[src/rtl/divider_1_input_if.sv]
// divider_1_input_if: button/data inputs and result/display outputs of the single-input divider
interface divider_1_input_if;
    logic       i_load;
    logic       i_start;
    logic [3:0] i_data;
    logic       o_done;
    logic       o_err;
    logic [7:0] o_Q;
    logic [3:0] o_R;
    logic [6:0] seg_o_Q_hundred;
    logic [6:0] seg_o_Q_ten;
    logic [6:0] seg_o_Q_unit;
    logic [6:0] seg_o_R_ten;
    logic [6:0] seg_o_R_unit;
    logic [6:0] seg_i_D_ten;
    logic [6:0] seg_i_D_unit;
    modport master (
        output i_load, i_start, i_data,
        input  o_done, o_err, o_Q, o_R,
        input  seg_o_Q_hundred, seg_o_Q_ten, seg_o_Q_unit,
        input  seg_o_R_ten, seg_o_R_unit, seg_i_D_ten, seg_i_D_unit
    );
    modport slave (
        input  i_load, i_start, i_data,
        output o_done, o_err, o_Q, o_R,
        output seg_o_Q_hundred, seg_o_Q_ten, seg_o_Q_unit,
        output seg_o_R_ten, seg_o_R_unit, seg_i_D_ten, seg_i_D_unit
    );
endinterface

[src/rtl/divider_1_input.sv]
// divider_1_input: restoring 8/4 divider fed through one nibble port by load/start buttons,
// with active-low gfedcba seven-segment decode of quotient, remainder and divisor.
module divider_1_input (
    input logic i_clk,
    input logic i_rst,
    divider_1_input_if.slave bus
);
    typedef enum logic [2:0] {IDLE, LOAD_DH, LOAD_DL, LOAD_DIV, CALC, FINISH} state_t;
    localparam logic [6:0] dash = 7'b0111111;
    state_t state_q, state_d;
    logic [2:0] cnt_q, cnt_d;
    logic [7:0] dvd_q, dvd_d, quo_q, quo_d, oq_q, oq_d;
    logic [3:0] dvs_q, dvs_d, rem_q, rem_d, or_q, or_d;
    logic done_q, done_d, err_q, err_d, load_prev_q, start_prev_q;
    logic load_press, start_press, ge;
    logic [4:0] r;
    assign load_press  = load_prev_q & ~bus.i_load;
    assign start_press = start_prev_q & ~bus.i_start;
    // partial remainder stays below the divisor, so four stored bits suffice
    assign r  = {rem_q, dvd_q[3'd7 - cnt_q]};
    assign ge = r >= {1'b0, dvs_q};
    always_comb begin
        state_d = state_q;
        cnt_d   = cnt_q;
        dvd_d   = dvd_q;
        dvs_d   = dvs_q;
        rem_d   = rem_q;
        quo_d   = quo_q;
        done_d  = done_q;
        err_d   = err_q;
        oq_d    = oq_q;
        or_d    = or_q;
        case (state_q)
            IDLE: if (load_press) begin
                dvd_d[7:4] = bus.i_data;
                state_d    = LOAD_DH;
            end
            LOAD_DH: if (load_press) begin
                dvd_d[3:0] = bus.i_data;
                state_d    = LOAD_DL;
            end
            LOAD_DL: if (load_press) begin
                dvs_d   = bus.i_data;
                state_d = LOAD_DIV;
            end
            LOAD_DIV: if (load_press) begin
                dvd_d[7:4] = bus.i_data;
                state_d    = LOAD_DH;
            end else if (start_press && dvs_q != 4'd0) begin
                rem_d   = 4'd0;
                quo_d   = 8'd0;
                cnt_d   = 3'd0;
                state_d = CALC;
            end else if (start_press) begin
                err_d   = 1'b1;
                done_d  = 1'b1;
                oq_d    = 8'hFF;
                or_d    = 4'd0;
                state_d = FINISH;
            end
            CALC: begin
                rem_d = ge ? 4'(r - {1'b0, dvs_q}) : r[3:0];
                quo_d = {quo_q[6:0], ge};
                cnt_d = cnt_q + 3'd1;
                if (cnt_q == 3'd7) begin
                    oq_d    = quo_d;
                    or_d    = rem_d;
                    done_d  = 1'b1;
                    state_d = FINISH;
                end
            end
            FINISH: if (load_press) begin
                done_d     = 1'b0;
                err_d      = 1'b0;
                oq_d       = 8'd0;
                or_d       = 4'd0;
                dvd_d[7:4] = bus.i_data;
                state_d    = LOAD_DH;
            end
            default: state_d = IDLE;
        endcase
    end
    always_ff @(posedge i_clk or posedge i_rst) begin
        if (i_rst) begin
            state_q      <= IDLE;
            cnt_q        <= 3'd0;
            dvd_q        <= 8'd0;
            dvs_q        <= 4'd0;
            rem_q        <= 4'd0;
            quo_q        <= 8'd0;
            done_q       <= 1'b0;
            err_q        <= 1'b0;
            oq_q         <= 8'd0;
            or_q         <= 4'd0;
            load_prev_q  <= 1'b1;
            start_prev_q <= 1'b1;
        end else begin
            state_q      <= state_d;
            cnt_q        <= cnt_d;
            dvd_q        <= dvd_d;
            dvs_q        <= dvs_d;
            rem_q        <= rem_d;
            quo_q        <= quo_d;
            done_q       <= done_d;
            err_q        <= err_d;
            oq_q         <= oq_d;
            or_q         <= or_d;
            load_prev_q  <= bus.i_load;
            start_prev_q <= bus.i_start;
        end
    end
    function automatic logic [6:0] seg7(input logic [7:0] v);
        case (v)
            8'd0: return 7'b1000000;
            8'd1: return 7'b1111001;
            8'd2: return 7'b0100100;
            8'd3: return 7'b0110000;
            8'd4: return 7'b0011001;
            8'd5: return 7'b0010010;
            8'd6: return 7'b0000010;
            8'd7: return 7'b1111000;
            8'd8: return 7'b0000000;
            8'd9: return 7'b0010000;
            default: return 7'b1111111;
        endcase
    endfunction
    assign bus.o_done          = done_q;
    assign bus.o_err           = err_q;
    assign bus.o_Q             = oq_q;
    assign bus.o_R             = or_q;
    assign bus.seg_o_Q_hundred = err_q ? dash : seg7(oq_q / 8'd100);
    assign bus.seg_o_Q_ten     = err_q ? dash : seg7((oq_q / 8'd10) % 8'd10);
    assign bus.seg_o_Q_unit    = err_q ? dash : seg7(oq_q % 8'd10);
    assign bus.seg_o_R_ten     = err_q ? dash : seg7(8'(or_q / 4'd10));
    assign bus.seg_o_R_unit    = err_q ? dash : seg7(8'(or_q % 4'd10));
    assign bus.seg_i_D_ten     = seg7(8'(dvs_q / 4'd10));
    assign bus.seg_i_D_unit    = seg7(8'(dvs_q % 4'd10));
endmodule
[src/flat_wrapper.sv]
// flat-port wrapper written by rule: the top's interface ports become plain ports
module divider_1_input_flat 
  (i_clk, i_rst, bus_i_load, bus_i_start, bus_i_data, bus_o_done, bus_o_err, bus_o_Q, bus_o_R, bus_seg_o_Q_hundred, bus_seg_o_Q_ten, bus_seg_o_Q_unit, bus_seg_o_R_ten, bus_seg_o_R_unit, bus_seg_i_D_ten, bus_seg_i_D_unit);
  divider_1_input_if bus_i ();
  input logic i_clk;
  input logic i_rst;
  input wire logic [$bits(bus_i.i_load)-1:0] bus_i_load;
  input wire logic [$bits(bus_i.i_start)-1:0] bus_i_start;
  input wire logic [$bits(bus_i.i_data)-1:0] bus_i_data;
  output wire logic [$bits(bus_i.o_done)-1:0] bus_o_done;
  output wire logic [$bits(bus_i.o_err)-1:0] bus_o_err;
  output wire logic [$bits(bus_i.o_Q)-1:0] bus_o_Q;
  output wire logic [$bits(bus_i.o_R)-1:0] bus_o_R;
  output wire logic [$bits(bus_i.seg_o_Q_hundred)-1:0] bus_seg_o_Q_hundred;
  output wire logic [$bits(bus_i.seg_o_Q_ten)-1:0] bus_seg_o_Q_ten;
  output wire logic [$bits(bus_i.seg_o_Q_unit)-1:0] bus_seg_o_Q_unit;
  output wire logic [$bits(bus_i.seg_o_R_ten)-1:0] bus_seg_o_R_ten;
  output wire logic [$bits(bus_i.seg_o_R_unit)-1:0] bus_seg_o_R_unit;
  output wire logic [$bits(bus_i.seg_i_D_ten)-1:0] bus_seg_i_D_ten;
  output wire logic [$bits(bus_i.seg_i_D_unit)-1:0] bus_seg_i_D_unit;
  assign bus_i.i_load = bus_i_load;
  assign bus_i.i_start = bus_i_start;
  assign bus_i.i_data = bus_i_data;
  assign bus_o_done = bus_i.o_done;
  assign bus_o_err = bus_i.o_err;
  assign bus_o_Q = bus_i.o_Q;
  assign bus_o_R = bus_i.o_R;
  assign bus_seg_o_Q_hundred = bus_i.seg_o_Q_hundred;
  assign bus_seg_o_Q_ten = bus_i.seg_o_Q_ten;
  assign bus_seg_o_Q_unit = bus_i.seg_o_Q_unit;
  assign bus_seg_o_R_ten = bus_i.seg_o_R_ten;
  assign bus_seg_o_R_unit = bus_i.seg_o_R_unit;
  assign bus_seg_i_D_ten = bus_i.seg_i_D_ten;
  assign bus_seg_i_D_unit = bus_i.seg_i_D_unit;
  divider_1_input u_core (.i_clk(i_clk), .i_rst(i_rst), .bus(bus_i));
endmodule
[config.mk]
export PLATFORM = sky130hd
export DESIGN_NAME = divider_1_input_flat
export DESIGN_NICKNAME = d
export VERILOG_FILES = /design/src/rtl/divider_1_input_if.sv /design/src/rtl/divider_1_input.sv /design/src/flat_wrapper.sv
export SDC_FILE = /design/constraint.sdc
export NUM_CORES = 1
export LEC_CHECK = 0
export ABC_CLOCK_PERIOD_IN_PS = 5400
export BUFFER_PORTS_ARGS = -buffer_cell sky130_fd_sc_hd__buf_2
export CORE_MARGIN = 2
export CORE_UTILIZATION = 50
export DETAILED_ROUTE_END_ITERATION = 6
export PLACE_DENSITY_LB_ADDON = 0.05
export SLEW_MARGIN = 10
export SYNTH_ARGS = -nofsm -noshare
export SYNTH_HDL_FRONTEND = slang
export SYNTH_SLANG_ARGS = --single-unit
export TNS_END_PERCENT = 20
[constraint.sdc]
create_clock -name i_clk -period 5.4 [get_ports i_clk]
set_input_delay 1.08 -clock i_clk [delete_from_list [all_inputs] [get_ports i_clk]]
set_output_delay 1.08 -clock i_clk [all_outputs]
set_load 0.01 [all_outputs]
==> results by group, run 1 <==
Run status
  • Status: complete, no violations

Place
  • Gp weighted congestion: ~0.91
  • Hpwl dp: ~7.5 mm
  • Port Buf Inserts: 67

Worst setup path
  • Worst EP required: 4.32 ns
  • Arrival @ worst endpoint: between 4 and 5 ns
  • Max incr delay on CP: 0.45 ns
  • CP Capture Type: output pin
  • WP buf/inv: 4
  • Critical path cell sequence: buf_4 -> or3b_1 -> o2111ai_1 -> o311ai_2 -> or3_4 -> o2111ai_4 -> inv_6 -> a21o_4 -> nand2_2 -> nor2_1 -> o31a_1 -> ha_1 -> inv_1 -> nand2_1 -> o211ai_1 -> o211a_1 -> nand4_1 -> o2111ai_1 -> a21oi_1 -> buf_2
  • Crit path top cell by count: o2111ai_1
  • Crit path max-delay cell type: dfrtp_2
  • Worst r2r src: u_core.cnt_q[0]$_DFFE_PP0P_
  • Worst Path Class, Setup: reg -> out
  • Crit path max-delay family: compound AO/OA/AOI/OAI gates
  • Critical-path maximum fanout: 17
  • Startpoint types: register
  • Origin of the worst setup path: u_core.bus.o_Q[5]$_DFFE_PP0P_

Logic synthesis
  • Mapped Area: ~4300 um^2
  • Post-synth top area share: between 20% and 30%
  • Sequential-to-total area share from yosys stat: approximately a quarter
  • Async set or reset register ratio after synthesis: 100%
  • FF+latch count, synth: 45
  • Gate Count Post-Synth: 527
  • Yosys warns: 0
  • Syn avg cell area: just over 8 um^2
  • Synth Flop Type: dfrtp_1
  • Synth top area cells: dfrtp_1 (25%), ha_1 (11%), a21oi_1 (5.5%)
  • Post-synth EDFFs: 0
  • Number of distinct library cells after synthesis: 79
  • Synth area leader: dfrtp_1

Clock network
  • Clock latency on the worst-skew pair: roughly 0.30 ns
  • Clk pin slew, worst setup/hold paths: 0.09 ns
  • H-tree depth: 2
  • Clock sink total: 45
  • CTS root buf: clkbuf_8
  • CTS max path bufs: 2
  • CTS buffer count: 5
  • CTS tree: built

GRT
  • Vias in the first global route: 3643
  • GRT Resource Usage Total: a little over a fifth
  • Largest net degree at the start of global routing: 46
  • Initial antenna violation count: 0
  • First-pass GRT wire length: about 17 mm
  • Total gr overflow: 0

Timing
  • Max Clock Skew: around 0.01 ns
  • Minimum clock period: 5.22 ns
  • Highest Clock Rate: 192 MHz
  • Slew HR: approximately a quarter
  • Final setup viols: 0
  • Endpoints failing hold: 0
  • Final Cycle Share: between 90 and 100%
  • WHS: ~0.5 ns
  • Tightest Pin Transition: between 1 and 1.5 ns
  • Slew Limit Fails: 0

Floorplanning
  • Chip Width: ~97 um
  • Die ar.: ~9400 um^2
  • Row Count: 33
  • Core area: 8300 um^2
  • Num ports: between 70 and 80
  • Starting density of the core: between 50% and 60%
  • Chip height: 97.1 um

Cells and area
  • Ant diodes: 0
  • Share of post-route cells with drive strength above 1: between 20% and 30%
  • Layout area overhead: 13.1%
  • Final #Nets: approximately 630

Drt
  • Via density: slightly below 6
  • DRT antenna net count: 0
  • Drt pass-1 iters: 4
  • DR vias: roughly 4000
  • Initial DRC count: roughly 140
  • Drt wl/cell: 15.0 um
  • DR DRC count: 0
  • Drt total wl: 10.3 mm

Hold path
  • Hold_sp: u_core.bus.o_done$_DFFE_PP0P_
  • Worst hold path type: reg -> reg

Flow run
  • Max-cap viol count: 0
-- synth_stat cells, types with 3 or more instances --
| cell | instances |
|---|---|
| a21o_1 | 9 |
| a21oi_1 | 48 |
| a22o_1 | 10 |
| a31oi_1 | 3 |
| and3_1 | 4 |
| buf_2 | 8 |
| buf_4 | 13 |
| buf_6 | 3 |
| clkbuf_1 | 12 |
| dfrtp_1 | 43 |
| ha_1 | 38 |
| inv_1 | 27 |
| mux2_2 | 9 |
| mux2i_1 | 11 |
| nand2_1 | 43 |
| nand2b_1 | 11 |
| nand3_1 | 8 |
| nand4_1 | 3 |
| nor2_1 | 46 |
| nor2b_1 | 13 |
| nor3_1 | 8 |
| nor4b_1 | 4 |
| o211a_1 | 3 |
| o211ai_1 | 11 |
| o21ai_0 | 46 |
| o21ai_1 | 3 |
| o22ai_1 | 3 |
| o31ai_1 | 4 |
| or2_2 | 4 |
| or3_1 | 3 |
| xnor2_1 | 7 |
| xor2_1 | 4 |
-- placed cells by master, fill, tap and decap left out, types with 10 or more instances in the layout --
cell type / netlist / routed
nor2_1: 46 / 46
a22o_1: 10 / 10
o211ai_1: 11 / 11
buf_4: 13 / 17
dfrtp_1: 43 / 39
inv_1: 27 / 26
mux2i_1: 11 / 11
a21oi_1: 48 / 47
ha_1: 38 / 38
buf_2: 8 / 67
nand2b_1: 11 / 11
o21ai_0: 46 / 45
nand2_1: 43 / 42
nor2b_1: 13 / 13
-- cells by family (layout without fill, tap and decap cells) --
group	after synthesis	after routing	synth area share (%)
mux	23	23	6.26
xor+xnor	12	12	2.60
other cells	2	3	0.173
fa+ha+maj	40	40	11.7
buf+inv	69	126	7.96
compound gates	169	169	25.6
simple gates	167	167	19.7
flops	45	45	26.0
-- final timing paths --
kind / endpoint / slack, ns / cells past startpoint
min in group asynchronous: u_core.state_q[1]$_DFFE_PP0P_ / 0.90 / 3
worst max-delay path: bus_seg_o_Q_ten[6] / 0.18 / 20
worst max register to register: u_core.bus.o_R[0]$_DFFE_PP0P_ / 2.54 / 10
max in group asynchronous: u_core.bus.o_Q[7]$_DFFE_PP0P_ / 4.07 / 3
worst min register to register: u_core.bus.o_done$_DFFE_PP0P_ / 0.50 / 1
worst min-delay path: u_core.bus.o_done$_DFFE_PP0P_ / 0.50 / 1
-- flip-flops by register name, indices dropped and copies added, names as in the netlist, 3 cells and up --
signal / cells
u_core.state_q: 3
u_core.dvs_q: 4
u_core.cnt_q: 3
u_core.quo_q: 7
u_core.bus.o_Q: 8
u_core.rem_q: 4
u_core.bus.o_R: 4
u_core.dvd_q: 8
-- stage by stage --
step / TNS [ns] / util [%] / instances / instance area, um^2 / setup WS (ns)
2_1_floorplan: 0 / - / 528 / 4340 / 0.500
3_3_place_gp: 0 / 56.1 / 671 / 4650 / 0.406
3_5_place_dp: 0 / 56.1 / 671 / 4650 / 0.265
4_1_cts: 0 / 57.4 / 679 / 4760 / 0.0256
5_1_grt: -0.0661 / 59.1 / 690 / 4910 / -0.0540
6_report: 0 / 59.1 / 690 / 4910 / 0.184
-- area by class of cell --
| type | instances | area [um^2] |
|---|---|---|
| Clock buffer | 6 | 72.6 |
| Clock inverter | 2 | 35.0 |
| Fill cell | 796 | 3390 |
| Inverter | 31 | 121 |
| Multi-Input combinational cell | 414 | 2920 |
| Sequential cell | 45 | 1130 |
| Tap cell | 105 | 131 |
| Timing Repair Buffer | 87 | 494 |
-- what timing repair did --
| item | CTS | global route |
|---|---|---|
| endpoints found under the setup margin | 1 | 7 |
| setup buffers | 0 | 11 |
| hold buffers | 0 | 0 |
| resized for setup | 1 | 15 |
| pin swaps | 0 | 4 |
-- layer usage --
layer  vias to the layer above  global-route usage, %  wire length [um]
li1                       1993                      -                 -
met1                      1892                   25.9              4490
met2                        87                   37.8              5300
met3                        14                   2.88               376
met4                         0                   6.39               162
met5                         -                      0                 0
Power of run 1 is not shown: default switching activity piles up to over one toggle a cycle in this logic, so the estimate is an artifact.
==> inputs of run 2 (changes only) <==
--- a/config.mk
+++ b/config.mk
@@ -7,7 +7,6 @@
 export LEC_CHECK = 0
 export ABC_CLOCK_PERIOD_IN_PS = 5400
 export BUFFER_PORTS_ARGS = -buffer_cell sky130_fd_sc_hd__buf_2
-export CORE_MARGIN = 2
 export CORE_UTILIZATION = 50
 export DETAILED_ROUTE_END_ITERATION = 6
 export PLACE_DENSITY_LB_ADDON = 0.05
==> results by group, run 2 (synthesis results as in run 1) <==
Worst setup path
  • Crit path max-delay cell type: dfrtp_2
  • Worst r2r src: u_core.cnt_q[0]$_DFFE_PP0P_
  • Startpoint types: register
  • Crit path max-delay family: compound AO/OA/AOI/OAI gates
  • Arrival @ worst endpoint: a little over 4 ns
  • Origin of the worst setup path: u_core.bus.o_Q[5]$_DFFE_PP0P_
  • Critical-path maximum fanout: 19
  • Worst EP required: ~4.3 ns
  • CP Capture Type: output pin
  • WP buf/inv: 2
  • Critical path cell sequence: buf_4 -> or3b_1 -> o2111ai_1 -> o311ai_2 -> o211ai_1 -> o2111ai_4 -> nor3_2 -> nor2_1 -> ha_1 -> nor2b_1 -> o32a_1 -> a2111oi_2 -> o311ai_1 -> buf_2
  • Worst Path Class, Setup: reg -> out
  • Max incr delay on CP: around 0.45 ns

Cells and area
  • Ant diodes: 0
  • Most common cell after layout, fill and taps aside: buf_2
  • Share of post-route cells with drive strength above 1: between 20% and 30%
  • Final #Nets: 624
  • Layout area overhead: 11.7%
  • Commonest cells after routing, fill and taps aside: buf_2 (67), a21oi_1 (47), o21ai_0 (46), nor2_1 (46), nand2_1 (42)
  • Post-layout instance count excluding filler cells: around 680
  • Post-route cell area: approximately 4800 um^2

Floorplanning
  • Starting density of the core: a little over half
  • Row Count: 33
  • Chip height: ~95 um
  • Chip Width: 95.1 um
  • Die ar.: 9050 um^2
  • Num ports: 71
  • Core area: 8300 um^2

Clock network
  • CTS tree: built
  • CTS max path bufs: 2
  • Clock sink total: 45
  • Clk pin slew, worst setup/hold paths: 0.09 ns
  • CTS root buf: clkbuf_8
  • H-tree depth: 2
  • CTS buffer count: 5
  • Hold_buf cts: 0
  • Clock latency on the worst-skew pair: ~0.3 ns

Hold path
  • Worst hold path type: reg -> reg
  • Hold_sp: u_core.rem_q[3]$_DFFE_PP0P_

GRT
  • Initial antenna violation count: 0
  • Largest net degree at the start of global routing: 46
  • Total gr overflow: 0
  • Vias in the first global route: 3486
  • GRT Resource Usage Total: between 20 and 25%
  • First-pass GRT wire length: ~16 mm

Drt
  • Drt total wl: ~10 mm
  • Drt pass-1 iters: 4
  • Drt wl/cell: between 10 and 15 um
  • Via density: roughly 5.8
  • Initial DRC count: roughly 190
  • DR DRC count: 0
  • DR vias: about 4000
  • DRT antenna net count: 0

Timing
  • Tightest Pin Transition: about 1.1 ns
  • TNS Setup: 0 ns
  • Max Clock Skew: approximately 0.013 ns
  • Endpoints failing hold: 0
  • RSZ-0062 raised after global routing: no
  • Minimum clock period: 5.18 ns
  • Final setup viols: 0
  • Slew HR: a little over a quarter
  • Slew Limit Fails: 0
  • Highest Clock Rate: around 190 MHz
  • Final Cycle Share: 96.0%

Place
  • Gp weighted congestion: slightly above 0.9
  • Hpwl dp: around 7.6 mm
  • Port Buf Inserts: 67
  • Area of placed instances: between 4000 and 5000 um^2
  • Placed Cells: between 600 and 700

Flow run
  • Max-cap viol count: 0

Run status
  • Status: complete, no violations
## run 2: tightest hold or removal path: stages (launching register included)
cell	delay, ns
dfrtp_1	0.37
nand2_1	0.05
nand2_1	0.06
## run 2: repair_timing
action                                  in CTS  in global routing
gates resized for setup                      2                 10
endpoints found under the setup margin       1                  7
buffers inserted                             0                  4
pin swaps                                    0                  2
## run 2: cell type report
class / instances / area [um^2]
clock inverters: 2 / 37.5
repair buffers: 80 / 433
inverters: 31 / 121
multi-input cells: 414 / 2900
flip-flops and latches: 45 / 1140
clock buffers: 6 / 82.6
fillers: 770 / 3460
well taps: 105 / 131
## run 2: final timing paths
check	to	slack [ns]	depth (start not counted)
setup / recovery	bus_seg_o_Q_ten[4]	0.22	14
hold / removal	u_core.rem_q[3]$_DFFE_PP0P_	0.51	2
setup reg to reg	u_core.bus.o_R[0]$_DFFE_PP0P_	2.61	10
hold reg to reg	u_core.rem_q[3]$_DFFE_PP0P_	0.51	2
max in group asynchronous	u_core.bus.o_Q[4]$_DFFE_PP0P_	4.08	3
min in group asynchronous	u_core.cnt_q[0]$_DFFE_PP0P_	0.90	3
## run 2: routing by layer
layer | track usage (%) | share of wire, % | vias up
li1 | - | - | 1964
met1 | 29.2 | 46 | 1893
met2 | 39.9 | 51 | 62
met3 | 2.31 | 1.9 | 15
met4 | 5.05 | 1.4 | 0
met5 | 0 | 0 | -
## run 2: stage by stage
step	utilization (%)	hold slack (ns)	worst slack, ns
4_1_cts	57.5	0.511	0.0440
3_5_place_dp	56.1	0.490	0.306
6_report	58.4	0.507	0.218
2_1_floorplan	-	0.448	0.500
3_3_place_gp	56.1	0.478	0.388
5_1_grt	58.4	0.521	0.00828
Power of run 2 is left out for the same reason.
